<file path="config.mk">
export PLATFORM = sky130hd
export DESIGN_NAME = piso_serializer
export DESIGN_NICKNAME = d
export VERILOG_FILES = /design/src/rtl/piso_serializer.sv
export SDC_FILE = /design/constraint.sdc
export NUM_CORES = 1
export LEC_CHECK = 0
export CAP_MARGIN = 20
export CORE_AREA = 2 2 39 41
export DETAILED_ROUTE_END_ITERATION = 8
export DIE_AREA = 0 0 41 43
export GPL_ROUTABILITY_DRIVEN = 1
export PLACE_DENSITY = 0.71
export REMOVE_ABC_BUFFERS = 1
export SETUP_SLACK_MARGIN = 0.4
export SKIP_CTS_REPAIR_TIMING = 1
export SLEW_MARGIN = 30
export SYNTH_ARGS = -nofsm -noshare
export SYNTH_HDL_FRONTEND = slang
export SYNTH_SLANG_ARGS = --single-unit
</file>
<file path="constraint.sdc">
create_clock -name clk -period 2 [get_ports clk]
set_clock_uncertainty 0.05 [all_clocks]
set_input_delay 0.2 -clock clk [delete_from_list [all_inputs] [get_ports clk]]
set_output_delay 0.2 -clock clk [all_outputs]
set_load 0.01 [all_outputs]
</file>
<file path="src/rtl/piso_serializer.sv">
// Parallel-in, serial-out stage: accepts words over valid/ready and emits them LSB first,
// one bit per clock, with a one-deep holding buffer and optional idle gap between words.
module piso_serializer #(
    parameter int unsigned WIDTH      = 4,
    parameter int unsigned GAP_CYCLES = 0
) (
    input  logic             clk,
    input  logic             clear,
    input  logic [WIDTH-1:0] din,
    input  logic             din_valid,
    output logic             din_ready,
    output logic             so,
    output logic             so_valid,
    output logic             busy,
    output logic             word_done
);

    localparam int unsigned CW = (WIDTH > 1) ? $clog2(WIDTH) : 1;
    localparam int unsigned GW = (GAP_CYCLES > 1) ? $clog2(GAP_CYCLES) : 1;
    localparam logic [CW-1:0] CntLast = CW'(WIDTH - 1);
    localparam logic [GW-1:0] GapLast = GW'((GAP_CYCLES > 0) ? GAP_CYCLES - 1 : 0);

    typedef enum logic [1:0] {StIdle, StShift, StGap} state_e;

    state_e           state_q, state_d;
    logic [WIDTH-1:0] sreg_q, sreg_d;
    logic [CW-1:0]    cnt_q, cnt_d;
    logic [GW-1:0]    gcnt_q, gcnt_d;
    logic [WIDTH-1:0] hbuf_q, hbuf_d;
    logic             hvalid_q, hvalid_d;
    logic             accept;

    assign din_ready = ~hvalid_q & ~clear;
    assign accept    = din_valid & din_ready;

    // Outputs depend only on registered state, so din never reaches so combinationally.
    assign so_valid  = (state_q == StShift);
    assign so        = (state_q == StShift) & sreg_q[0];
    assign word_done = (state_q == StShift) && (cnt_q == CntLast);
    assign busy      = (state_q != StIdle) | hvalid_q;

    always_comb begin
        state_d  = state_q;
        sreg_d   = sreg_q;
        cnt_d    = cnt_q;
        gcnt_d   = gcnt_q;
        hbuf_d   = hbuf_q;
        hvalid_d = hvalid_q;

        unique case (state_q)
            StIdle: begin
                if (accept) begin
                    sreg_d  = din;
                    cnt_d   = '0;
                    state_d = StShift;
                end
            end

            StShift: begin
                sreg_d = sreg_q >> 1;
                cnt_d  = cnt_q + 1'b1;
                if (cnt_q == CntLast) begin
                    cnt_d = '0;
                    if (GAP_CYCLES > 0) begin
                        state_d = StGap;
                        gcnt_d  = '0;
                        if (accept) begin
                            hbuf_d   = din;
                            hvalid_d = 1'b1;
                        end
                    end else if (hvalid_q) begin
                        sreg_d   = hbuf_q;
                        hvalid_d = 1'b0;
                    end else if (accept) begin
                        // Bypass the buffer so the next word follows with no bubble.
                        sreg_d = din;
                    end else begin
                        state_d = StIdle;
                    end
                end else if (accept) begin
                    hbuf_d   = din;
                    hvalid_d = 1'b1;
                end
            end

            StGap: begin
                gcnt_d = gcnt_q + 1'b1;
                if (gcnt_q == GapLast) begin
                    gcnt_d = '0;
                    if (hvalid_q) begin
                        sreg_d   = hbuf_q;
                        hvalid_d = 1'b0;
                        cnt_d    = '0;
                        state_d  = StShift;
                    end else if (accept) begin
                        sreg_d  = din;
                        cnt_d   = '0;
                        state_d = StShift;
                    end else begin
                        state_d = StIdle;
                    end
                end else if (accept) begin
                    hbuf_d   = din;
                    hvalid_d = 1'b1;
                end
            end

            default: state_d = StIdle;
        endcase
    end

    always_ff @(posedge clk) begin
        if (clear) begin
            state_q  <= StIdle;
            sreg_q   <= '0;
            cnt_q    <= '0;
            gcnt_q   <= '0;
            hbuf_q   <= '0;
            hvalid_q <= 1'b0;
        end else begin
            state_q  <= state_d;
            sreg_q   <= sreg_d;
            cnt_q    <= cnt_d;
            gcnt_q   <= gcnt_d;
            hbuf_q   <= hbuf_d;
            hvalid_q <= hvalid_d;
        end
    end

endmodule
</file>
== Yosys cells after proc, flatten, opt, wreduce, memory -nomap -nowiden ==
Cells that the tools add are included.
Operators by class
  reductions and logical operators: 8
  mux-type cells: 29
  equal/unequal tests: 10
  bitwise logic cells: 6
  $add $sub $neg: 2
Operators by type and width (number)
  two-way mux 4 bit: 9
  two-way mux 2 bit: 9
  != test 2 bit, second input constant: 6
  one-hot mux 2 bit (3 select lines): 2
  one-hot mux 4 bit (3 select lines): 1
  one-hot mux 4 bit (2 select lines): 1
  two-way mux 1 bit: 6
  AND reduction 5 bit: 1
  == test 2 bit, second input constant: 2
  nonzero test 2 bit: 2
  AND 1 bit: 3
  AND reduction 3 bit: 1
  nonzero test 3 bit: 1
  adder 2 x 1 -> 2 bit, second input constant: 1
  == test 2 x 1 -> 1 bit, second input constant: 1
  zero test 2 bit: 1
  != test 2 x 1 -> 1 bit, second input constant: 1
  inverter 1 bit: 2
  one-hot mux 1 bit (2 select lines): 1
  AND reduction 2 bit: 1
  adder 1 bit, second input constant: 1
  logical AND 1 bit: 1
  OR 1 bit: 1
Storage, ports and cells
  register bits after elaboration: 14
  output and inout bits: 5
  logic and storage cells: 61
  input port bits: 7

== Depth between registers and ports, before layout ==
  depth in word-level cells: 7
  mapped depth: 6
  depth with buffers taken out: 6

== Least setup slack after synthesis ==
No wires, ideal clock.
  kind: register -> register
  start: reg cnt_q[0]
  end: reg sreg_q[0]
  buffers on the path: 0
  period minus slack after synthesis: 1.345 ns
  path slack: 0.655 ns
  setup time: 0.112 ns
  required time: 1.838 ns
  arrival time: 1.182 ns
  stages on the path, launching flop included: 6
  cells stage by stage: dfxtp_1 -> ha_1 -> nand2b_1 -> nand3_1 -> o22ai_1 -> a2111oi_1
On the way
  cells in the longest elaborated chain, start to end: 3
RTL lines
  from (decl): line 27  | logic [CW-1:0] cnt_q, cnt_d;
  from (signal assigned): line 123  | cnt_q <= cnt_d;
  == test 2 bit: line 62  | if (cnt_q == CntLast) begin
  two-way mux 4 bit: line 62
  one-hot mux 4 bit (3 select lines): line 50  | unique case (state_q)
  to (signal assigned): line 122  | sreg_q <= sreg_d;
  to (decl): line 26  | logic [WIDTH-1:0] sreg_q, sreg_d;
Every way passes these cells.
A chain may end at the register's enable or synchronous reset.

== Final worst setup path ==
  start: reg hvalid_q
  end: out din_ready
On the way
  cells in the longest elaborated chain, start to end: 2
RTL lines
  from (decl): line 30  | logic hvalid_q, hvalid_d;
  from (signal assigned): line 126  | hvalid_q <= hvalid_d;
  inverter 1 bit: line 33  | assign din_ready = ~hvalid_q & ~clear;
  AND 1 bit: line 33
  to (decl): line 11  | output logic din_ready,
Every way passes these cells.

==> impl.org <==
** Flow run
- The tool flagged a number of max-cap violations equal to 0.

** Hold path
- Hold endpoint :: sreg_q[0]
- Origin of the worst min-delay path :: sreg_q[1]
- Type of the most critical hold path :: register to register
- The worst hold path passes through 2 cells.

** Finish
- Leading cell types in the layout, fill and taps excluded :: dfxtp_1 (10), nor2_1 (9), clkdlybuf4s50_1 (9)
- Fraction of layout cells with a size suffix above 1 :: 0.1839
- Layout Nets :: between 90 and 100
- Filler instances :: around 140
- Once layout is complete, the utilization of the core stands at 0.5615.
- Leaving out fill and tap cells, the most frequent cell in the layout is dfxtp_1.
- Compared with the post-synthesis result, the final layout area differs by 28.31%.
- The finished cells cover roughly 780 um^2.
- Antenna Cells :: 0

** Worst setup path
- In this design, the stage delay of the slowest critical-path cell is approximately 540 ps.
- Kind of critical path :: register to output pin
- STA classifies the critical path startpoint as a register.
- Endpoint kind of the worst setup timing path :: output pin
- Worst R2R Start :: cnt_q[0]
- The slowest stage of the critical path belongs to the cell clkdlybuf4s50_1.
- Data arrival, critical path :: 1300 ps
- Worst-path fanout max :: 9
- Worst-case reg-to-reg path depth :: 5
- The worst register-to-register path ends at sreg_q[1].
- The setup check on the worst reg-to-reg path leaves a slack of roughly 550 ps.
- For the worst setup path, the data required time is approximately 1800 ps.
- Traced cell by cell, the critical path runs through nor2_1 -> clkdlybuf4s50_1.

** Clock tree
- Counting the buffers created by CTS gives 3.
- Clock Latency Late Sink :: 280 ps
- Library cell used as clock root buffer :: clkbuf_4
- For this design, the sink count on the clock tree is 12.
- CTS built an H-tree with a depth of 1.
- Buffer levels on the longest clock path :: 2
- Clock-pin transition on the worst setup and hold timing paths :: roughly 80 ps
- Clock tree from TritonCTS :: done

** Drt
- The detail route stage leaves a number of antenna-violating nets equal to 0.
- After the first detailed-routing iteration, the DRC count stood at 7.
- Detailed routing inserted a total of approximately 550 vias.
- First-pass detailed-route iteration total :: 4
- After detailed routing, the average wire length per cell comes to roughly 13 um.
- After detailed routing, the number of remaining DRC violations is 0.
- Total wire length :: between 1 and 1.5 mm
- Vias per cell :: around 5.3

** Timing
- Share of the cycle needed by the critical path after routing :: 0.7771
- Max-slew headroom :: 0.7599
- Setup violations remaining at the end of the flow were counted as 0.
- For the final routed database, the setup TNS stands at 0 ps.
- RSZ-0062 raised after global routing :: false
- For the pin with the worst max-slew slack, the measured transition is ~360 ps.
- Number of pins exceeding their max-slew limit in the final report :: 0
- The routed design could run at a clock period as short as between 1500 and 2000 ps.
- The final hold violation count was 0.
- Achievable frequency :: approximately 640 MHz

** Synthesis
- Distinct cell type count after synthesis :: 28
- Syn Area/Cell :: about 8.4 um^2
- Number of synthesized register bits :: 12
- Ys Warns :: 0
- Cell area after synthesis :: 605.6 um^2
- For this run, the register share of the synthesized area comes to 0.3967.
- Synthesis produced a netlist whose cell count is 72.

** Power and ir drop
- Pwr per Cell Area :: slightly below 700 mW/mm^2
- Maximum vdd drop :: roughly 0.41 mV
- In this run the static leakage power is 0.3254 nW.
- Overall power of the completed layout :: 0.5265 mW

** Die
- Area of the placeable core :: 0.001384 mm^2
- From left edge to right edge, the die measures 41 um.
- The die is roughly 43 um tall.
- The die covers 0.001763 mm^2.
- FP Rows :: 14
- For this configuration, the core starts out at a cell density of 0.4376.
- 12 I/O pins were placed.

** Placed design
- The HPWL after detailed placement is 880 um.
- Buffers placed on the I/O ports in this run total 11.
- At the end of routability-driven placement, the weighted congestion stood at between 0.7 and 0.8.
- Standard cell area after detailed placement :: a little over 700 um^2

** Global routing
- Global-route met1 utilization :: 0.2336
- The first global-routing pass estimated 2.021 mm of wire.
- The layer flagged by global routing as most heavily used is met2.
- GR Util met3 :: 0.03141
- The number of global-route vias before repair came to 482.
- Pin count of the biggest net entering global routing :: 14
- The number of antenna violations at the first check in global routing was 0.
- Overall global routing resource usage :: 0.1749
- In the global route stage, met2 resource usage came out at 0.2344.
- Global routing finished with a remaining overflow of 0.

** Outcome
- The flow ran to the end, and the final reports show no timing, DRC or antenna violations.
-- metrics by stage --
stage                     instances  setup slack (ps)  hold slack [ps]
after floorplan                  68             644.7            219.1
after global placement           96             288.3            396.1
after detailed placement         96             270.8            398.3
after CTS                        99             93.85            409.3
after global routing            103             400.3            424.8
final                           103             445.9            406.0
-- sequential cells by signal, indices dropped and copies added, names as in the netlist --
name,count
hbuf_q,4
hvalid_q,1
cnt_q,2
sreg_q,4
state_q,1
-- report_power, final --
part	switching [mW]	internal (mW)
Combinational	0.0492	0.0591
Sequential	0.0128	0.256
Clock	0.0797	0.0698
-- per-layer routing --
layer  vias to the layer above  wire (um)
li1                        277          -
met1                       253        627
met2                        11        594
met3                         4         45
met4                         0         40
met5                         -          0
-- cell families after synthesis --
group           synth area share
simple gates              0.2190
fa+ha+maj                0.02066
mux                      0.06818
compound gates            0.2066
buf+inv                  0.08882
flops                     0.3967
-- how the worst max path moves through the flow --
stage	startpoint	end	slack, ps	cells after the start
floorplan	cnt_q[0]	sreg_q[0]	640	5
global placement	din_valid	sreg_q[1]	290	5
detailed placement	din_valid	sreg_q[1]	270	5
CTS	state_q[0]	word_done	90	3
global route	state_q[0]	so	400	2
finish	hvalid_q	din_ready	450	2
-- critical path: cells and delay by family (launching register included) --
kind / cells / cell delay [ps]
buf+inv: 1 / 540
simple gates: 1 / 120
flops: 1 / 370
-- cell usage after synthesis (all sizes together) --
cell	instances	area, um^2
dfxtp	12	240.2
nor2	10	40.04
inv	6	22.52
a21oi	5	25.02
nand2	5	18.77
o21ai	4	20.02
buf	3	27.52
mux2i	3	30.03
nand2b	3	26.27
a2111oi	2	20.02
and2	2	12.51
nor3	2	10.01
o22a	2	17.52
o22ai	2	12.51
a211o	1	8.760
a211oi	1	7.510
a31oi	1	6.260
clkbuf	1	3.750
ha	1	12.51
mux2	1	11.26
nand3	1	5.000
nand3b	1	7.510
nor2b	1	6.260
o21a	1	7.510
or2	1	6.260
-- cell type report --
cell class	instances	area, um^2	share of cell area
flip-flops and latches	12	245.2	0.3156
clock buffers	3	22.52	0.02899
multi-input cells	50	316.6	0.4074
inverters	6	22.52	0.02899
well taps	16	20.02	0.02576
repair buffers	16	150.1	0.1932
(Power assumes the default switching activity.)
